`src/rtl/amds_pkg.sv`:
```
// Shared types and constants for the AMDS frame receiver.
package amds_pkg;

  localparam int unsigned AMDS_CNT_W = 16;
  localparam int unsigned AMDS_MAX_CH = 8;
  localparam int unsigned AMDS_IDX_W = 5;
  localparam logic [7:0] AMDS_HEADER_DEFAULT = 8'h90;

  typedef enum logic [1:0] {
    ST_IDLE,
    ST_ISSUE,
    ST_WAIT,
    ST_COMMIT
  } frame_state_t;

  // Shadow byte slot for frame byte idx (>0): MSB/LSB pairs swap so that
  // byte slot 2k is the LSB and 2k+1 the MSB of channel k.
  function automatic logic [AMDS_IDX_W-1:0] shadow_slot(input logic [AMDS_IDX_W-1:0] idx);
    return (idx - AMDS_IDX_W'(1)) ^ AMDS_IDX_W'(1);
  endfunction

endpackage

```
`src/rtl/amds_frame_rx_sat_counter.sv`:
```
// Saturating up-counter with synchronous clear that wins over increment.
module sat_counter #(
  parameter int unsigned W = 16
) (
  input  logic         clk,
  input  logic         rst,
  input  logic         inc,
  input  logic         clr,
  output logic [W-1:0] count
);

  // Count events, hold at all-ones, clear on request.
  always_ff @(posedge clk) begin
    if (rst) begin
      count <= '0;
    end else if (clr) begin
      count <= '0;
    end else if (inc && (count != '1)) begin
      count <= count + W'(1);
    end
  end

endmodule

```
`src/rtl/amds_frame_rx.sv`:
```
// AMDS frame receiver: sequences the byte receiver through one frame,
// checks the header, assembles 16-bit channel samples and counts events.
module amds_frame_rx
  import amds_pkg::*;
#(
  parameter int unsigned N_CH        = AMDS_MAX_CH,
  parameter logic [7:0]  HEADER_BYTE = AMDS_HEADER_DEFAULT
) (
  input  logic                  clk,
  input  logic                  rst,
  input  logic                  trigger,
  input  logic                  clr_counts,
  output logic                  start_rx,
  input  logic                  is_byte_valid,
  input  logic                  is_byte_corrupt,
  input  logic                  byte_timed_out,
  input  logic [7:0]            din_byte,
  output logic [16*N_CH-1:0]    ch_data,
  output logic                  frame_valid,
  output logic                  busy,
  output logic [AMDS_CNT_W-1:0] cnt_frames,
  output logic [AMDS_CNT_W-1:0] cnt_corrupt,
  output logic [AMDS_CNT_W-1:0] cnt_timeout,
  output logic [AMDS_CNT_W-1:0] cnt_bad_hdr,
  output logic [AMDS_CNT_W-1:0] cnt_missed
);

  localparam int unsigned N_BYTES = 2 * N_CH;
  localparam logic [AMDS_IDX_W-1:0] LAST_IDX = AMDS_IDX_W'(N_BYTES);

  frame_state_t                state_q, state_d;
  logic [AMDS_IDX_W-1:0]       idx_q, idx_d;
  logic [AMDS_IDX_W-1:0]       slot;
  logic [N_BYTES-1:0][7:0]     shadow_q, shadow_d;
  logic                        load_ch;
  logic                        start_rx_d, frame_valid_d, busy_d;
  logic                        inc_frames, inc_corrupt, inc_timeout, inc_bad_hdr, inc_missed;

  // Next-state, shadow update and event decode.
  always_comb begin
    state_d     = state_q;
    idx_d       = idx_q;
    shadow_d    = shadow_q;
    slot        = shadow_slot(idx_q);
    load_ch     = 1'b0;
    inc_frames  = 1'b0;
    inc_corrupt = 1'b0;
    inc_timeout = 1'b0;
    inc_bad_hdr = 1'b0;
    inc_missed  = trigger && (state_q != ST_IDLE);

    case (state_q)
      ST_IDLE: begin
        if (trigger) begin
          idx_d   = '0;
          state_d = ST_ISSUE;
        end
      end
      ST_ISSUE: begin
        state_d = ST_WAIT;
      end
      ST_WAIT: begin
        if (byte_timed_out) begin
          inc_timeout = 1'b1;
          state_d     = ST_IDLE;
        end else if (is_byte_corrupt) begin
          inc_corrupt = 1'b1;
          state_d     = ST_IDLE;
        end else if (is_byte_valid) begin
          if ((idx_q == '0) && (din_byte != HEADER_BYTE)) begin
            inc_bad_hdr = 1'b1;
            state_d     = ST_IDLE;
          end else begin
            if (idx_q != '0) begin
              for (int unsigned b = 0; b < N_BYTES; b++) begin
                if (slot == AMDS_IDX_W'(b)) begin
                  shadow_d[b] = din_byte;
                end
              end
            end
            if (idx_q == LAST_IDX) begin
              load_ch = 1'b1;
              state_d = ST_COMMIT;
            end else begin
              idx_d   = idx_q + AMDS_IDX_W'(1);
              state_d = ST_ISSUE;
            end
          end
        end
      end
      ST_COMMIT: begin
        inc_frames = 1'b1;
        state_d    = ST_IDLE;
      end
      default: begin
        state_d = ST_IDLE;
      end
    endcase

    start_rx_d    = (state_d == ST_ISSUE);
    frame_valid_d = load_ch;
    busy_d        = (state_d != ST_IDLE);
  end

  // State, shadow and registered outputs; ch_data loads with the last byte
  // merged so it appears together with frame_valid.
  always_ff @(posedge clk) begin
    if (rst) begin
      state_q     <= ST_IDLE;
      idx_q       <= '0;
      shadow_q    <= '0;
      ch_data     <= '0;
      start_rx    <= 1'b0;
      frame_valid <= 1'b0;
      busy        <= 1'b0;
    end else begin
      state_q     <= state_d;
      idx_q       <= idx_d;
      shadow_q    <= shadow_d;
      start_rx    <= start_rx_d;
      frame_valid <= frame_valid_d;
      busy        <= busy_d;
      if (load_ch) begin
        ch_data <= shadow_d;
      end
    end
  end

  sat_counter #(.W(AMDS_CNT_W)) u_cnt_frames (
    .clk(clk), .rst(rst), .inc(inc_frames), .clr(clr_counts), .count(cnt_frames)
  );
  sat_counter #(.W(AMDS_CNT_W)) u_cnt_corrupt (
    .clk(clk), .rst(rst), .inc(inc_corrupt), .clr(clr_counts), .count(cnt_corrupt)
  );
  sat_counter #(.W(AMDS_CNT_W)) u_cnt_timeout (
    .clk(clk), .rst(rst), .inc(inc_timeout), .clr(clr_counts), .count(cnt_timeout)
  );
  sat_counter #(.W(AMDS_CNT_W)) u_cnt_bad_hdr (
    .clk(clk), .rst(rst), .inc(inc_bad_hdr), .clr(clr_counts), .count(cnt_bad_hdr)
  );
  sat_counter #(.W(AMDS_CNT_W)) u_cnt_missed (
    .clk(clk), .rst(rst), .inc(inc_missed), .clr(clr_counts), .count(cnt_missed)
  );

endmodule

```
`config.mk`:
```
export PLATFORM = sky130hd
export DESIGN_NAME = amds_frame_rx
export DESIGN_NICKNAME = d
export VERILOG_FILES = /design/src/rtl/amds_pkg.sv /design/src/rtl/amds_frame_rx_sat_counter.sv /design/src/rtl/amds_frame_rx.sv
export SDC_FILE = /design/constraint.sdc
export NUM_CORES = 1
export LEC_CHECK = 0
export CAP_MARGIN = 20
export CORE_AREA = 5 5 158 197
export DETAILED_ROUTE_END_ITERATION = 8
export DIE_AREA = 0 0 163 202
export GPL_TIMING_DRIVEN = 0
export HOLD_SLACK_MARGIN = 0.06
export PLACE_DENSITY = 0.71
export SLEW_MARGIN = 20
export SYNTH_ARGS = -nofsm -noshare
export SYNTH_HDL_FRONTEND = slang
export SYNTH_SLANG_ARGS = --single-unit
```
`constraint.sdc`:
```
create_clock -name clk -period 2.1 [get_ports clk]
set_input_delay 0.21 -clock clk [delete_from_list [all_inputs] [get_ports clk]]
set_output_delay 0.21 -clock clk [all_outputs]
set_load 0.02 [all_outputs]
```
==> impl_metrics.json, run 1 <==
{
  "hold_path.class": "input port to flip-flop",
  "place_congestion": 0.894,
  "cp_max_fo": 8,
  "root_buffer": "clkbuf_16",
  "drt-initial-drc-count": 460,
  "power_density_nw_per_um2": 732,
  "drt-total-wl_um": 38700,
  "synth_edf_count": 0,
  "slew_viol_final": 0,
  "clk_latency_ns": 0.52,
  "grt_usage_pct": 22.5,
  "switching_share_pct": 21.4,
  "die_w_um": 163,
  "synth_nets": 1497,
  "port_buffers": 216,
  "yosysWarnings": 0,
  "drv_cap": 0,
  "synth-main-ff-cell": "dfxtp_1",
  "nets": 1778,
  "pin_count": 226,
  "dr.pass1.iters": 7,
  "slew_headroom_pct": 41.4,
  "violations": "negative setup slack",
  "ir_worst_vdd_v": 0.000501,
  "vias_per_cell": 5.36,
  "area_growth_pct": 33.4,
  "yosysTopAreaCellShare_pct": 50.5,
  "vias": 11600,
  "cts_sinks": 346,
  "synth_area_leaders": "dfxtp_1 51%, mux2i_1 9.6%, nor2_1 7.4%",
  "post-route-min-period_ns": 2.11,
  "synth_cells": 1471,
  "dp_cells": 2083,
  "timing.final.crit_share_pct": 101,
  "worstPathArrival_ns": 2.55,
  "switchingPower_mw": 2.86,
  "die_h_um": 202,
  "p_int_mw": 10.5,
  "fin_ws_ns": -0.0147,
  "setup_viol": 4,
  "yosys.area.top_type": "dfxtp_1",
  "fin_cells": 2172,
  "cp-start-kind": "flip-flop",
  "floorplan.core_area_um2": 29100,
  "grt_pass1_wl_um": 60400,
  "synth_common_cells": "346 x dfxtp_1, 270 x nor2_1, 164 x nand2_1",
  "gr-total-overflow": 0,
  "antenna_cells": 0,
  "wl_per_cell_um": 17.8,
  "netlist_area_um2": 13700,
  "htreeDepth": 2,
  "cts_buffers": 35,
  "r2r_slack_ns": -0.01,
  "async_reset_ff_share_pct": 0,
  "path_clk_slew_ns": 0.06,
  "max-clock-path-buffers": 3,
  "die-area_um2": 32900,
  "drc_errors": 0,
  "grt_pass1_vias": 11400,
  "clock_skew_ns": 0.0217,
  "worst_pin_slew_ns": 0.880,
  "combPwrFrac_pct": 2.6,
  "grt_start_max_net_pins": 15,
  "end_kind": "flip-flop",
  "antenna_found_initial": 0,
  "pwr-share-clk_pct": 48.3,
  "synth_area_per_cell_um2": 9.32,
  "synth.distinct_cells": 70,
  "status": "finished, violations left",
  "ys_seq_area_share_pct": 50.5,
  "setup.worst_path.class": "flip-flop to flip-flop",
  "rsz0062_at_grt": "yes",
  "critPathRequiredTime_ns": 2.54,
  "post-dp-hpwl_um": 27000,
  "rows": 70,
  "drive_gt1_share_pct": 12.3,
  "yosysMostFrequentCell": "dfxtp_1",
  "seqPwrFrac_pct": 49.1,
  "start_util_pct": 47.2,
  "p_leak_nw": 7.01,
  "ys_ff_latch": 346,
  "fmax_mhz": 473,
  "finalPower_mw": 13.4,
  "hold_viol": 0,
  "cts_tree": "built",
  "antenna_left": 0
}
[cells in the final DEF (no fill, tap or decap), drive strengths merged, types with 18 or more instances in the layout]
| cell | instances |
|---|---|
| mux2i | 131 |
| o21ai | 18 |
| xnor2 | 25 |
| nor2 | 271 |
| buf | 53 |
| clkdlybuf4s50 | 215 |
| dfxtp | 346 |
| a21oi | 80 |
| nand3 | 34 |
| nor3 | 24 |
| a211oi | 69 |
| nand4 | 29 |
| xor2 | 34 |
| clkbuf | 122 |
| nand2 | 164 |
[critical path, stage by stage (launching register included)]
cell       delay [ns]
dfxtp_4          0.36
inv_4            0.07
ha_4             0.14
buf_6            0.12
nor3b_4          0.25
xnor2_2          0.18
buf_4            0.19
o2111ai_4        0.25
mux2i_2          0.26
a211oi_1         0.22
[stage by stage]
stage	setup WS, ns	TNS (ns)	hold slack, ns	util [%]	instance area, um2
after floorplan	0.00127	0	0.432	-	13700
after global placement	-0.657	-119.97	0.439	56.4	16400
after detailed placement	-0.651	-121.38	0.447	56.4	16400
after CTS	-0.0217	-0.0217	0.191	61.5	17900
after global routing	-0.138	-4.32	0.244	62.9	18300
final	-0.0147	-0.0386	0.210	62.9	18300
[per-layer routing]
| layer | vias to the layer above | GRT usage (%) | routed length (um) |
|---|---|---|---|
| li1 | 5644 | - | - |
| met1 | 5615 | 27.8 | 16100 |
| met2 | 312 | 40.1 | 19700 |
| met3 | 63 | 2.98 | 1730 |
| met4 | 0 | 7.58 | 1140 |
| met5 | - | 0 | 0 |
[flip-flops by register name, summed over array words and instances (netlist names)]
name / count
frame_valid: 1
u_cnt_bad_hdr.count: 16
u_cnt_corrupt.count: 16
u_cnt_timeout.count: 16
u_cnt_missed.count: 16
ch_data: 128
u_cnt_frames.count: 16
idx_q: 5
shadow_q: 128
busy: 1
state_q: 2
start_rx: 1
[cell families after synthesis]
| logic type | Yosys count | synth area share [%] |
|---|---|---|
| mux | 131 | 9.56 |
| flops | 346 | 50.5 |
| fa+ha+maj | 11 | 1.00 |
| buf+inv | 110 | 3.36 |
| compound gates | 215 | 11.2 |
| simple gates | 599 | 20.5 |
| xor+xnor | 59 | 3.82 |
[layout make-up]
type,instances,area (um2)
inverters,12,50.0
multi-input cells,1016,6740
fillers,2519,10800
clock buffers,51,1060
plain buffers,96,457
flip-flops and latches,346,6940
well taps,396,495
clock inverters,10,143
repair buffers,245,2420
[what timing repair did]
action / 4_1_cts / 5_1_grt
setup buffers: 14 / 13
pin swaps: 9 / 31
gates resized for setup: 41 / 67
gates cloned: 2 / 0
hold buffers: 1 / 0
endpoints found under the setup margin: 276 / 220
endpoints found under the hold margin: 6 / 0
[path summary, 6_finish.rpt]
check | startpoint | end | cells after the start
max | idx_q[1]$_SDFFE_PP0P_ | ch_data[102]$_SDFFE_PP0P_ | 9
min | din_byte[1] | shadow_q[57]$_SDFF_PP0_ | 3
max reg2reg | idx_q[1]$_SDFFE_PP0P_ | ch_data[102]$_SDFFE_PP0P_ | 9
min reg2reg | shadow_q[1]$_SDFF_PP0_ | ch_data[1]$_SDFFE_PP0P_ | 2
[power groups by stage]
stage                     Clock, mW  Combinational (mW)  Sequential [mW]
after CTS                      6.56               0.336             6.57
after global routing           6.82               0.377             6.57
after floorplan                   0               0.182             6.72
after global placement            0               0.325             6.72
final                          6.46               0.353             6.57
after detailed placement          0               0.326             6.72
(Power assumes the default switching activity.)
==> run 2: changes to the inputs <==
--- a/config.mk
+++ b/config.mk
@@ -12,6 +12,7 @@
 export GPL_TIMING_DRIVEN = 0
 export HOLD_SLACK_MARGIN = 0.06
 export PLACE_DENSITY = 0.71
+export RECOVER_POWER = 100
 export SLEW_MARGIN = 20
 export SYNTH_ARGS = -nofsm -noshare
 export SYNTH_HDL_FRONTEND = slang
==> run 2 against run 1 <==
The flow still finishes with violations (negative setup slack). Worst hold slack better by 0.0015 ns. First-iteration DRC count is 6.1% higher. Critical path type unchanged. Critical path depth stayed put. Design area hardly changed. Utilization hardly changed. Global-route usage stayed put. Worst setup slack better by 0.0016 ns. Sequential share of layout area hardly changed. Non-clock buffer count stayed put. Die area stayed put.
==> impl_metrics.json, run 2 (synthesis gave the netlist of run 1 again) <==
{
  "layout_common_cells": "339 x dfxtp_1, 269 x nor2_1, 164 x nand2_1",
  "antenna_found_initial": 0,
  "vias_per_cell": 5.36,
  "cts_tree": "built",
  "clk_latency_ns": 0.52,
  "slew_headroom_pct": 41.9,
  "timing.final.crit_share_pct": 101,
  "worst_pin_slew_ns": 0.872,
  "critPathRequiredTime_ns": 2.53,
  "cts_buffers": 35,
  "setup.worst_path.class": "flip-flop to flip-flop",
  "rows": 70,
  "path_clk_slew_ns": 0.06,
  "die_w_um": 163,
  "max-clock-path-buffers": 3,
  "area_growth_pct": 33.4,
  "status": "finished, violations left",
  "drt-initial-drc-count": 488,
  "drc_errors": 0,
  "r2r_slack_ns": -0.01,
  "nets": 1778,
  "cp-start-kind": "flip-flop",
  "pin_count": 226,
  "root_buffer": "clkbuf_16",
  "grt_start_max_net_pins": 15,
  "fin_cells": 2172,
  "slew_viol_final": 0,
  "clock_skew_ns": 0.0197,
  "wl_per_cell_um": 17.8,
  "die-area_um2": 32900,
  "drt-total-wl_um": 38600,
  "vias": 11600,
  "post-dp-hpwl_um": 27000,
  "crit_chain": "inv_4, ha_4, buf_6, nor3b_4, xnor2_2, buf_4, o2111ai_4, mux2i_2, a211oi_1",
  "dr.pass1.iters": 5,
  "power_density_nw_per_um2": 732,
  "fin_ws_ns": -0.0131,
  "start_util_pct": 47.2,
  "cp_max_fo": 8,
  "port_buffers": 216,
  "antenna_cells": 0,
  "setup_viol": 4,
  "grt_pass1_vias": 11400,
  "worstPathArrival_ns": 2.55,
  "critPathSlowestCell": "dfxtp_4",
  "rsz0062_at_grt": "yes",
  "grt_pass1_wl_um": 60400,
  "gr-total-overflow": 0,
  "p_leak_nw": 7.31,
  "htreeDepth": 2,
  "layout_commonest_cell": "dfxtp_1",
  "critPathBufInv": 3,
  "place_area_um2": 16400,
  "path_delay_family": "compound AO/OA/AOI/OAI gates",
  "post-route-min-period_ns": 2.11,
  "max_stage_delay_ns": 0.36,
  "end_kind": "flip-flop",
  "cts_sinks": 346,
  "ir_worst_vdd_v": 0.000503,
  "hold_viol": 0,
  "place_congestion": 0.894,
  "grt_usage_pct": 22.5,
  "reg_top3": "ch_data (128), shadow_q (128)",
  "fin_area_um2": 18300,
  "floorplan.core_area_um2": 29100,
  "violations": "negative setup slack",
  "hold_path.class": "input port to flip-flop",
  "dp_cells": 2083,
  "die_h_um": 202,
  "antenna_left": 0,
  "final_util_pct": 62.9,
  "fmax_mhz": 473,
  "drv_cap": 0,
  "drive_gt1_share_pct": 12.3
}
==> run 2: changes by cell type in the layout (fill, tap and decap cells not counted), sizes merged <==
cell           change
clkdlybuf4s50     -84
dlygate4sd3       +84
buf                -1
clkbuf             +1
==> run 2: routing by layer <==
| metal | track usage, % | vias to the layer above | share of wire, % |
|---|---|---|---|
| met4 | 7.58 | 0 | 3.1 |
| li1 | - | 5650 | - |
| met1 | 27.8 | 5618 | 41 |
| met5 | 0 | - | 0 |
| met3 | 2.98 | 63 | 4.7 |
| met2 | 40.1 | 317 | 51 |
==> run 2: final timing paths <==
kind,start,endpoint,cells after the start
max,idx_q[1]$_SDFFE_PP0P_,ch_data[102]$_SDFFE_PP0P_,9
max reg2reg,idx_q[1]$_SDFFE_PP0P_,ch_data[102]$_SDFFE_PP0P_,9
min reg2reg,ch_data[73]$_SDFFE_PP0P_,ch_data[73]$_SDFFE_PP0P_,2
min,din_byte[1],shadow_q[57]$_SDFF_PP0_,3
==> run 2: final cells by class <==
| type | count | area (um2) |
|---|---|---|
| sequential | 346 | 6940 |
| clock buffer | 51 | 1060 |
| buffer | 96 | 457 |
| timing repair buffer | 245 | 2410 |
| inverter | 12 | 50.0 |
| clock inverter | 10 | 143 |
| fill | 2519 | 10800 |
| tap | 396 | 495 |
| multi-input combinational | 1016 | 6740 |
==> run 2: what timing repair did <==
item / CTS / global route
cloned: 2 / 0
gates resized for setup: 41 / 67
pin swaps: 9 / 31
setup buffers: 14 / 13
endpoints found under the setup margin: 276 / 220
hold endpoints to repair: 6 / 0
hold buffers: 1 / 0
==> run 2: power by group <==
part	switching, mW	total (mW)	internal [mW]
registers	0.00685	6.57	6.57
clock network	2.58	6.46	3.88
logic	0.273	0.351	0.0788
==> run 2: tightest hold or removal path: stages <==
cell and delay, ns:
clkbuf_2 0.26, mux2i_1 0.14, nor2_1 0.08
==> run 2: metrics by stage <==
stage / total power [mW] / hold WS (ns) / TNS (ns) / setup slack [ns]
global route: 13.8 / 0.244 / -4.31 / -0.138
detailed placement: 7.05 / 0.447 / -121.38 / -0.651
global placement: 7.04 / 0.439 / -119.97 / -0.657
CTS: 13.5 / 0.191 / -0.0217 / -0.0217
floorplan: 6.90 / 0.432 / 0 / 0.00127
finish: 13.4 / 0.211 / -0.0339 / -0.0131
==> run 3: changes to the inputs <==
--- a/config.mk
+++ b/config.mk
@@ -5,13 +5,14 @@
 export SDC_FILE = /design/constraint.sdc
 export NUM_CORES = 1
 export LEC_CHECK = 0
+export ABC_AREA = 1
 export CAP_MARGIN = 20
-export CORE_AREA = 5 5 158 197
+export CORE_AREA = 5 5 162 202
 export DETAILED_ROUTE_END_ITERATION = 8
-export DIE_AREA = 0 0 163 202
+export DIE_AREA = 0 0 167 207
 export GPL_TIMING_DRIVEN = 0
 export HOLD_SLACK_MARGIN = 0.06
-export PLACE_DENSITY = 0.71
+export PLACE_DENSITY = 0.72
 export RECOVER_POWER = 100
 export SLEW_MARGIN = 20
 export SYNTH_ARGS = -nofsm -noshare
==> run 3 against run 2 <==
The flow now finishes without violations. Critical path depth decreased by 1. Clock power decreased by 8.8%. Clock-buffer cell count decreased by 9. Global-route usage increased by 1.2 points. Design area increased by 3.2%. Maximum frequency increased by 6.2%. Final cell count increased by 26%. Sequential share of layout area decreased by 1.2 points. Sequential cell count unchanged. Sequential power about the same. Register-to-register slack improved by 0.12 ns. Critical path type unchanged. Critical endpoint is now ch_data[28]$_SDFFE_PP0P_. Highest routed layer is now met5.
==> impl_metrics.json, run 3 <==
{
  "status": "finished clean",
  "crit_chain": "nand3_2, nor2_8, inv_4, nor2_4, clkbuf_4, nand2_1, nand2_1, a21oi_1",
  "rows": 72,
  "r2r_slack_ns": 0.11,
  "critPathMostFrequentCell": "nand2_1",
  "r2r_end": "ch_data[28]$_SDFFE_PP0P_",
  "setup.worst_path.class": "flip-flop to flip-flop",
  "dr.pass1.iters": 6,
  "post-route-min-period_ns": 1.99,
  "drt-total-wl_um": 42500,
  "yosysMostFrequentCell": "nand2_1",
  "pin_count": 226,
  "max-clock-path-buffers": 3,
  "worstHoldPathCells": 3,
  "nets": 2345,
  "synth.distinct_cells": 38,
  "startpoint": "state_q[1]$_SDFF_PP0_",
  "yosysTopAreaCellShare_pct": 47.1,
  "ir_worst_vdd_v": 0.000507,
  "worstPathArrival_ns": 2.41,
  "hp-start": "rst",
  "holdPathEnd": "shadow_q[3]$_SDFF_PP0_",
  "cts_sinks": 346,
  "grt_usage_pct": 23.7,
  "vias_per_cell": 5.03,
  "floorplan.core_area_um2": 30700,
  "setup_viol": 0,
  "regToRegStartpoint": "state_q[1]$_SDFF_PP0_",
  "r2r_cells": 8,
  "cts_tree": "built",
  "critPathRequiredTime_ns": 2.52,
  "fin_ws_ns": 0.111,
  "final_util_pct": 61.5,
  "clock_skew_ns": 0.0141,
  "worst_pin_slew_ns": 0.741,
  "hold_slack_ns": 0.350,
  "drv_cap": 0,
  "hold_viol": 0,
  "drt-initial-drc-count": 930,
  "synth_area_per_cell_um2": 7.21,
  "vias": 13800,
  "post-dp-hpwl_um": 30400,
  "grt_start_max_net_pins": 15,
  "synth_nets": 2067,
  "max_stage_delay_ns": 0.44,
  "die-area_um2": 34600,
  "cts_buffers": 35,
  "pre_cts_slack_ns": -0.360,
  "reg_top3": "ch_data (128), shadow_q (128)",
  "layout_commonest_cell": "nand2_1",
  "cp_max_fo": 10,
  "synth_area_leaders": "dfxtp_1 47%, nand2_1 14%, a21oi_1 6.3%",
  "grt_pass1_vias": 13100,
  "gr-total-overflow": 0,
  "netlist_area_um2": 14700,
  "wl_per_cell_um": 15.5,
  "slew_headroom_pct": 50.6,
  "antenna_found_initial": 7,
  "synth_cells": 2041,
  "yosysWarnings": 0,
  "drive_gt1_share_pct": 8.00,
  "hold_path.class": "input port to flip-flop",
  "place_congestion": 0.906,
  "grt_pass1_wl_um": 67800,
  "synth_edf_count": 0,
  "port_buffers": 224,
  "clk_latency_ns": 0.53,
  "synth-main-ff-cell": "dfxtp_1",
  "area_growth_pct": 28.2,
  "dp_cells": 2672,
  "ys_ff_latch": 346,
  "drc_errors": 0,
  "yosys.area.top_type": "dfxtp_1",
  "path_clk_slew_ns": 0.06,
  "p_leak_nw": 7.84,
  "async_reset_ff_share_pct": 0,
  "fin_cells": 2747,
  "timing.final.crit_share_pct": 94.7,
  "ys_seq_area_share_pct": 47.1,
  "start_util_pct": 47.9,
  "slew_viol_final": 0,
  "cp-start-kind": "flip-flop",
  "die_w_um": 167,
  "antenna_left": 0,
  "die_h_um": 207,
  "layout_common_cells": "563 x nand2_1, 342 x dfxtp_1, 237 x nor2_1",
  "power_density_nw_per_um2": 677,
  "critPathSlowestCell": "dfxtp_1",
  "root_buffer": "clkbuf_16",
  "synth_common_cells": "565 x nand2_1, 346 x dfxtp_1, 239 x nor2_1",
  "end_kind": "flip-flop",
  "htreeDepth": 2,
  "fmax_mhz": 503
}
run 3: cell types whose count changed in the layout (fill, tap and decap cells not counted), sizes merged, moves of 34 or more:
cell           change
dlygate4sd3       -47
o21ai            +146
inv              +223
clkdlybuf4s50     +55
a211oi            -68
nand2            +419
mux2i            -131
a21oi            +105
nand3             +34
run 3: cell type report:
cell class                      instances  area (um2)
Sequential cell                       346        6930
Clock buffer                           42         933
Multi-Input combinational cell       1375        6620
Clock inverter                         13         111
Timing Repair Buffer                  241        2430
Antenna cell                            3        7.51
Buffer                                 84         443
Fill cell                            2771       11800
Inverter                              236         892
Tap cell                              407         509
run 3: what timing repair did:
| item | in CTS | in global routing |
|---|---|---|
| hold buffers | 0 | 0 |
| gates resized for setup | 19 | 37 |
| pin swaps | 6 | 5 |
| setup endpoints to repair | 231 | 253 |
| buffers inserted | 11 | 6 |
run 3: worst max path at each step:
stage,to,slack [ns],cells after the start
after global placement,ch_data[85]$_SDFFE_PP0P_,-0.33,10
after detailed placement,ch_data[85]$_SDFFE_PP0P_,-0.36,10
final,ch_data[28]$_SDFFE_PP0P_,0.11,8
after CTS,ch_data[109]$_SDFFE_PP0P_,0.004,10
after floorplan,ch_data[1]$_SDFFE_PP0P_,0.22,12
after global routing,ch_data[77]$_SDFFE_PP0P_,-0.002,8
run 3: logic make-up after synthesis:
kind of cell | count (synthesis) | share of synthesized area [%]
AO/OA/AOI/OAI | 353 | 12.1
XOR/XNOR | 22 | 1.36
adder cells (fa/ha/maj) | 11 | 0.935
buffers and inverters | 320 | 8.63
flip-flops | 346 | 47.1
AND/OR/NAND/NOR | 989 | 30.0
run 3: where the power goes:
group / internal, mW / switching, mW / total [mW]
logic: 0.0818 / 0.232 / 0.314
clock network: 3.29 / 2.60 / 5.89
registers: 6.57 / 0.00682 / 6.57
total: 9.94 / 2.84 / 12.8
run 3: metrics by stage:
step | power, mW | setup TNS, ns | cell area [um2]
6_report | 12.8 | 0 | 18900
5_1_grt | 13.2 | -0.00192 | 18900
4_1_cts | 12.9 | 0 | 18700
3_5_place_dp | 7.03 | -50.66 | 17500
3_3_place_gp | 7.03 | -41.25 | 17500
2_1_floorplan | 6.90 | 0 | 14700
run 3: worst max-delay path, delay by kind of cell, from the launching register on:
kind	cells	cell delay, ns
AOI/OAI and AO/OA	1	0.07
and+or+nand+nor	5	0.89
DFF	1	0.44
buffers and inverters	2	0.47
run 3: metal layers:
layer  track usage [%]  routed length [um]
met5                 0                  48
met4              6.86                1100
met3              7.00                3240
met2              40.5               20400
met1              28.9               17800
